`config.mk`:
```
export PLATFORM = sky130hd
export DESIGN_NAME = uart_reg_bridge
export DESIGN_NICKNAME = d
export VERILOG_FILES = /design/src/rtl/uart_reg_bridge.sv
export SDC_FILE = /design/constraint.sdc
export NUM_CORES = 1
export LEC_CHECK = 0
export BUFFER_PORTS_ARGS = -buffer_cell sky130_fd_sc_hd__buf_4
export CORE_MARGIN = 8
export CORE_UTILIZATION = 54
export CTS_BUF_LIST = sky130_fd_sc_hd__clkbuf_2
export DETAILED_ROUTE_END_ITERATION = 6
export GPL_TIMING_DRIVEN = 0
export HOLD_SLACK_MARGIN = 0.15
export MAX_ROUTING_LAYER = met4
export PLACE_DENSITY = 0.73
export SYNTH_ARGS = -nofsm -noshare
export SYNTH_HDL_FRONTEND = slang
export SYNTH_SLANG_ARGS = --single-unit
```
`constraint.sdc`:
```
create_clock -name clk -period 3 [get_ports clk]
set_input_delay 0.6 -clock clk [delete_from_list [all_inputs] [get_ports clk]]
set_output_delay 0.6 -clock clk [all_outputs]
set_load 0.01 [all_outputs]
```
`src/rtl/uart_reg_bridge.sv`:
```
// UART byte stream to register bus bridge: 'W' addr data writes, 'R' addr reads and returns the byte.
// Define BRIDGE_ACK_EN to make every completed write transmit an ack byte 0x06.
module uart_reg_bridge #(
    parameter int TIMEOUT_CYCLES = 1_000_000
) (
    input  logic       clk,
    input  logic       nrst_in,
    input  logic [7:0] rx_data_in,
    input  logic       rx_rdy_in,
    output logic [7:0] tx_data_out,
    output logic       tx_rdy_out,
    input  logic       tx_done_in,
    output logic [7:0] reg_addr_out,
    output logic [7:0] reg_wdata_out,
    output logic       reg_we_out,
    output logic       reg_re_out,
    input  logic [7:0] reg_rdata_in,
    output logic [7:0] err_count_out,
    output logic       busy_out
);

    typedef enum logic [2:0] {
        IDLE, GET_ADDR, GET_DATA, WRITE, READ, CAPTURE, SEND, WAIT_TX
    } state_t;

    localparam logic [7:0]  CMD_WRITE    = 8'h57;
    localparam logic [7:0]  CMD_READ     = 8'h52;
    localparam logic [31:0] TIMEOUT_LAST = 32'(TIMEOUT_CYCLES - 1);

    state_t      state;
    logic        write_flag;
    logic [31:0] timer;
    logic        timed_out;
    logic        err_event;

    assign timed_out = (timer == TIMEOUT_LAST);
    assign busy_out  = (state != IDLE);

    // A byte arriving on the timeout cycle wins, so timeouts only count when rx is quiet.
    always_comb begin
        err_event = 1'b0;
        case (state)
            IDLE:     err_event = rx_rdy_in && (rx_data_in != CMD_WRITE) && (rx_data_in != CMD_READ);
            GET_ADDR,
            GET_DATA: err_event = !rx_rdy_in && timed_out;
            default:  err_event = rx_rdy_in;
        endcase
    end

    always_ff @(posedge clk or negedge nrst_in) begin
        if (!nrst_in) begin
            state         <= IDLE;
            write_flag    <= 1'b0;
            timer         <= 32'd0;
            tx_data_out   <= 8'h00;
            tx_rdy_out    <= 1'b0;
            reg_addr_out  <= 8'h00;
            reg_wdata_out <= 8'h00;
            reg_we_out    <= 1'b0;
            reg_re_out    <= 1'b0;
            err_count_out <= 8'h00;
        end else begin
            reg_we_out <= 1'b0;
            reg_re_out <= 1'b0;
            tx_rdy_out <= 1'b0;

            if (err_event && (err_count_out != 8'hFF))
                err_count_out <= err_count_out + 8'd1;

            // Strobes are raised on the transition so they coincide with their state,
            // except tx_rdy_out which trails SEND by one cycle to give the 4-cycle read latency.
            case (state)
                IDLE: begin
                    if (rx_rdy_in && rx_data_in == CMD_WRITE) begin
                        write_flag <= 1'b1;
                        timer      <= 32'd0;
                        state      <= GET_ADDR;
                    end else if (rx_rdy_in && rx_data_in == CMD_READ) begin
                        write_flag <= 1'b0;
                        timer      <= 32'd0;
                        state      <= GET_ADDR;
                    end
                end
                GET_ADDR: begin
                    if (rx_rdy_in) begin
                        reg_addr_out <= rx_data_in;
                        timer        <= 32'd0;
                        if (write_flag) begin
                            state <= GET_DATA;
                        end else begin
                            reg_re_out <= 1'b1;
                            state      <= READ;
                        end
                    end else if (timed_out) begin
                        state <= IDLE;
                    end else begin
                        timer <= timer + 32'd1;
                    end
                end
                GET_DATA: begin
                    if (rx_rdy_in) begin
                        reg_wdata_out <= rx_data_in;
                        reg_we_out    <= 1'b1;
                        state         <= WRITE;
                    end else if (timed_out) begin
                        state <= IDLE;
                    end else begin
                        timer <= timer + 32'd1;
                    end
                end
                WRITE: begin
`ifdef BRIDGE_ACK_EN
                    tx_data_out <= 8'h06;
                    state       <= SEND;
`else
                    state <= IDLE;
`endif
                end
                READ:    state <= CAPTURE;
                CAPTURE: begin
                    tx_data_out <= reg_rdata_in;
                    state       <= SEND;
                end
                SEND: begin
                    tx_rdy_out <= 1'b1;
                    state      <= WAIT_TX;
                end
                WAIT_TX: begin
                    if (tx_done_in)
                        state <= IDLE;
                end
                default: state <= IDLE;
            endcase
        end
    end

endmodule

```
==> flow_summary_export.csv <==
group,metric,value,unit
die,rows,30,
global_routing,grt_pass1_vias,3153,
clocking,cts_tree,"built",
timing,slew_headroom,40.2,%
global_routing,grt-ovfl-total,0,
place,dp_hpwl,6.39,mm
clocking,clkTransAtPathRegs,0.20,ns
layout,drive_gt1_share,26.2,%
worst_setup_path,regToRegStartpoint,"state[2]",
layout,utilization,64.1,%
timing,clock_skew,0.0170,ns
global_routing,antenna_found_initial,0,
worst_setup_path,crit_cells,8,
logic_synthesis,syn_inst,357,
detailed_routing,drt-total-wl,8.99,mm
timing,drv_slew,0,
worst_setup_path,start_kind,"primary input",
job,maxCapViolCount,0,
place,numPlacedInstances,491,
clocking,clk_latency,0.51,ns
worst_setup_path,path_delay_family,"simple AND/OR/NAND/NOR gates",
logic_synthesis,synthTopCellsByArea,"dfrtp_1 49%, mux2_2 7.8%, o21ai_0 3.6%",
timing,period_share,90.1,%
worst_setup_path,cp_max_fo,10,
die,die_w,98.0,um
layout,nFillCells,565,
worst_setup_path,cp-end-kind,"flip-flop",
logic_synthesis,async_reset_ff_share,100,%
worst_setup_path,cp_slowest_cell,"nor4_2",
place,port_buffers,54,
layout,antenna_cells,0,
logic_synthesis,avgSynthCellArea,10.2,um^2
timing,fmax,370,MHz
layout,stdcell_count,507,
timing,setup_viol,0,
worst_setup_path,crit_chain,"buf_4 > nand4bb_1 > nor4_2 > o21ai_1 > clkbuf_1 > nor2_2 > clkbuf_1 > a21oi_1",
logic_synthesis,synth_edf_count,0,
global_routing,grt_use_total,19.9,%
die,die_y,98.0,um
layout,nets,444,
clocking,clock_path_buffers,2,
logic_synthesis,yosys_warnings,0,
die,die_area,9600,um^2
layout,area_delta_synth_final,17.4,%
timing,worstMarginPinSlew,0.897,ns
detailed_routing,wl_per_cell,17.7,um
detailed_routing,ant_nets,0,
worst_setup_path,arrival,3.09,ns
clocking,post_cts_buffers,0,
worst_setup_path,crit_buf_inv,3,
detailed_routing,dr.pass1.iters,4,
timing,hold_slack,0.172,ns
pwr,cellLeakagePower,0.00178,uW
logic_synthesis,syn-num-nets,379,
logic_synthesis,synth_ff_type,"dfrtp_1",
clocking,clock-sinks,71,
logic_synthesis,netlist-cell-type-count,54,
die,design.core.area,6640,um^2
clocking,root_buffer,"clkbuf_2",
place,gp_congestion,0.850,
pwr,cellPowerDensity,775,nW/um^2
logic_synthesis,yosysMostFrequentCell,"dfrtp_1",
clocking,htree_levels,3,
worst_setup_path,worstPathRequired,3.39,ns
detailed_routing,drt_iter0_drc,197,
logic_synthesis,netlist_area,3630,um^2
logic_synthesis,ys_seq_area_share,49.0,%
timing,period_minus_slack,2.70,ns
worst_setup_path,rrSetupSlack,0.39,ns
worst_setup_path,worstSetupPathType,"primary input to flip-flop",
timing,hold_violations,0,
detailed_routing,vias,3140,
logic_synthesis,synth_top_area_cell,"dfrtp_1",
worst_setup_path,ff2ff_path_depth,6,
die,num_io_pins,56,
global_routing,grt_pass1_wl,15.1,mm
die,floorplan.initialDensity,54.6,%
detailed_routing,drc_errors,0,
worst_setup_path,regToRegEndpoint,"timer[28]",
worst_setup_path,worst_path_largest_cell_delay,0.56,ns
min_path,hold_class,"primary input to async pin",
logic_synthesis,ys_ff_latch,71,
logic_synthesis,synth.cells.most_frequent,"71 x dfrtp_1, 27 x nand2_1, 26 x o21ai_0",
logic_synthesis,synth_top_cell_area_share,49.0,%
clocking,cts_buffers,9,
outcome,outcome,"finished clean",
detailed_routing,vias_per_cell,6.19,
pwr,ir_worst_vdd,575,uV
timing,grt_setup_unrepaired,"no",
worst_setup_path,cp_common_cell,"clkbuf_1",
global_routing,grt_max_degree,72,
## cell type report
cell class	count	area [um^2]	area share, %
flip-flops and latches	71	1780	41.7
multi-input cells	261	1760	41.3
repair buffers	54	405	9.52
well taps	80	100	2.35
clock inverters	7	73.8	1.73
plain buffers	14	57.6	1.35
clock buffers	9	45.0	1.06
inverters	11	41.3	0.969
## state kept, by name, indices dropped and copies added, names as in the netlist
| register | flops |
|---|---|
| state | 3 |
| tx_rdy_out | 1 |
| write_flag | 1 |
| err_count_out | 8 |
| timer | 32 |
| reg_wdata_out | 8 |
| reg_addr_out | 8 |
| tx_data_out | 8 |
| reg_we_out | 1 |
| reg_re_out | 1 |
## through the flow
| step | power (uW) | setup WS, ns | cell area [um^2] | setup TNS [ns] |
|---|---|---|---|---|
| after floorplan | 2160 | 0.551 | 3630 | 0 |
| after global placement | 2730 | -0.324 | 4130 | -3.13 |
| after detailed placement | 2780 | -0.353 | 4130 | -3.28 |
| after CTS | 3330 | 0.138 | 4250 | 0 |
| after global routing | 3520 | 0.0972 | 4260 | 0 |
| final | 3300 | 0.298 | 4260 | 0 |
## layer usage
metal	up-vias	track usage (%)	part of all wire (%)
met5	-	-	0
met2	92	31.1	49
met3	16	3.98	5.5
li1	1478	-	-
met1	1554	24.6	43
met4	0	8.27	1.9
## worst max path at each step
stage                             start         to  slack [ns]
final                     rx_data_in[5]  timer[30]        0.30
after global routing      rx_data_in[5]  timer[24]         0.1
after CTS                     timer[20]   state[0]        0.14
after detailed placement  rx_data_in[5]  timer[30]       -0.35
after global placement    rx_data_in[5]  timer[11]       -0.32
after floorplan           rx_data_in[5]  timer[11]        0.55
## logic make-up (layout without fill, tap and decap cells)
| logic type | Yosys count | after routing | synth area share, % |
|---|---|---|---|
| fa+ha+maj | 2 | 2 | 0.690 |
| buf+inv | 25 | 95 | 2.72 |
| compound gates | 84 | 84 | 15.0 |
| simple gates | 136 | 136 | 21.4 |
| flops | 71 | 71 | 49.0 |
| mux | 27 | 27 | 8.31 |
| xor+xnor | 12 | 12 | 2.90 |
## placed cells by master, fill, tap and decap left out, types with 4 or more instances in the layout
cell      netlist  final
a21oi_1        19     19
a31oi_1         5      5
and3_1          4      4
buf_4           1     55
clkbuf_1       12     12
clkbuf_2        0      9
dfrtp_1        71     71
inv_1          11     11
mux2_2         25     25
nand2_1        27     27
nand2b_1        4      4
nand3_1        17     17
nand4_1        12     12
nor2_1         19     18
nor3_1          7      6
nor4_1         11     11
o211ai_1        4      4
o21ai_0        26     26
o31ai_1        10     10
or4_1          10     10
xor2_1         11     11
## report_power, final
group	internal (uW)	switching [uW]	leakage, uW	total [uW]
clock network	194	362	0.0000718	556
registers	1220	192	0.000904	1410
logic	639	698	0.000805	1340
total	2050	1250	0.00178	3300
## repair_timing
| action | CTS | global route |
|---|---|---|
| setup endpoints to repair | 0 | 11 |
| hold buffers | 0 | 0 |
| gates resized for setup | 0 | 2 |
No activity file was read; power rests on OpenSTA's default activity.
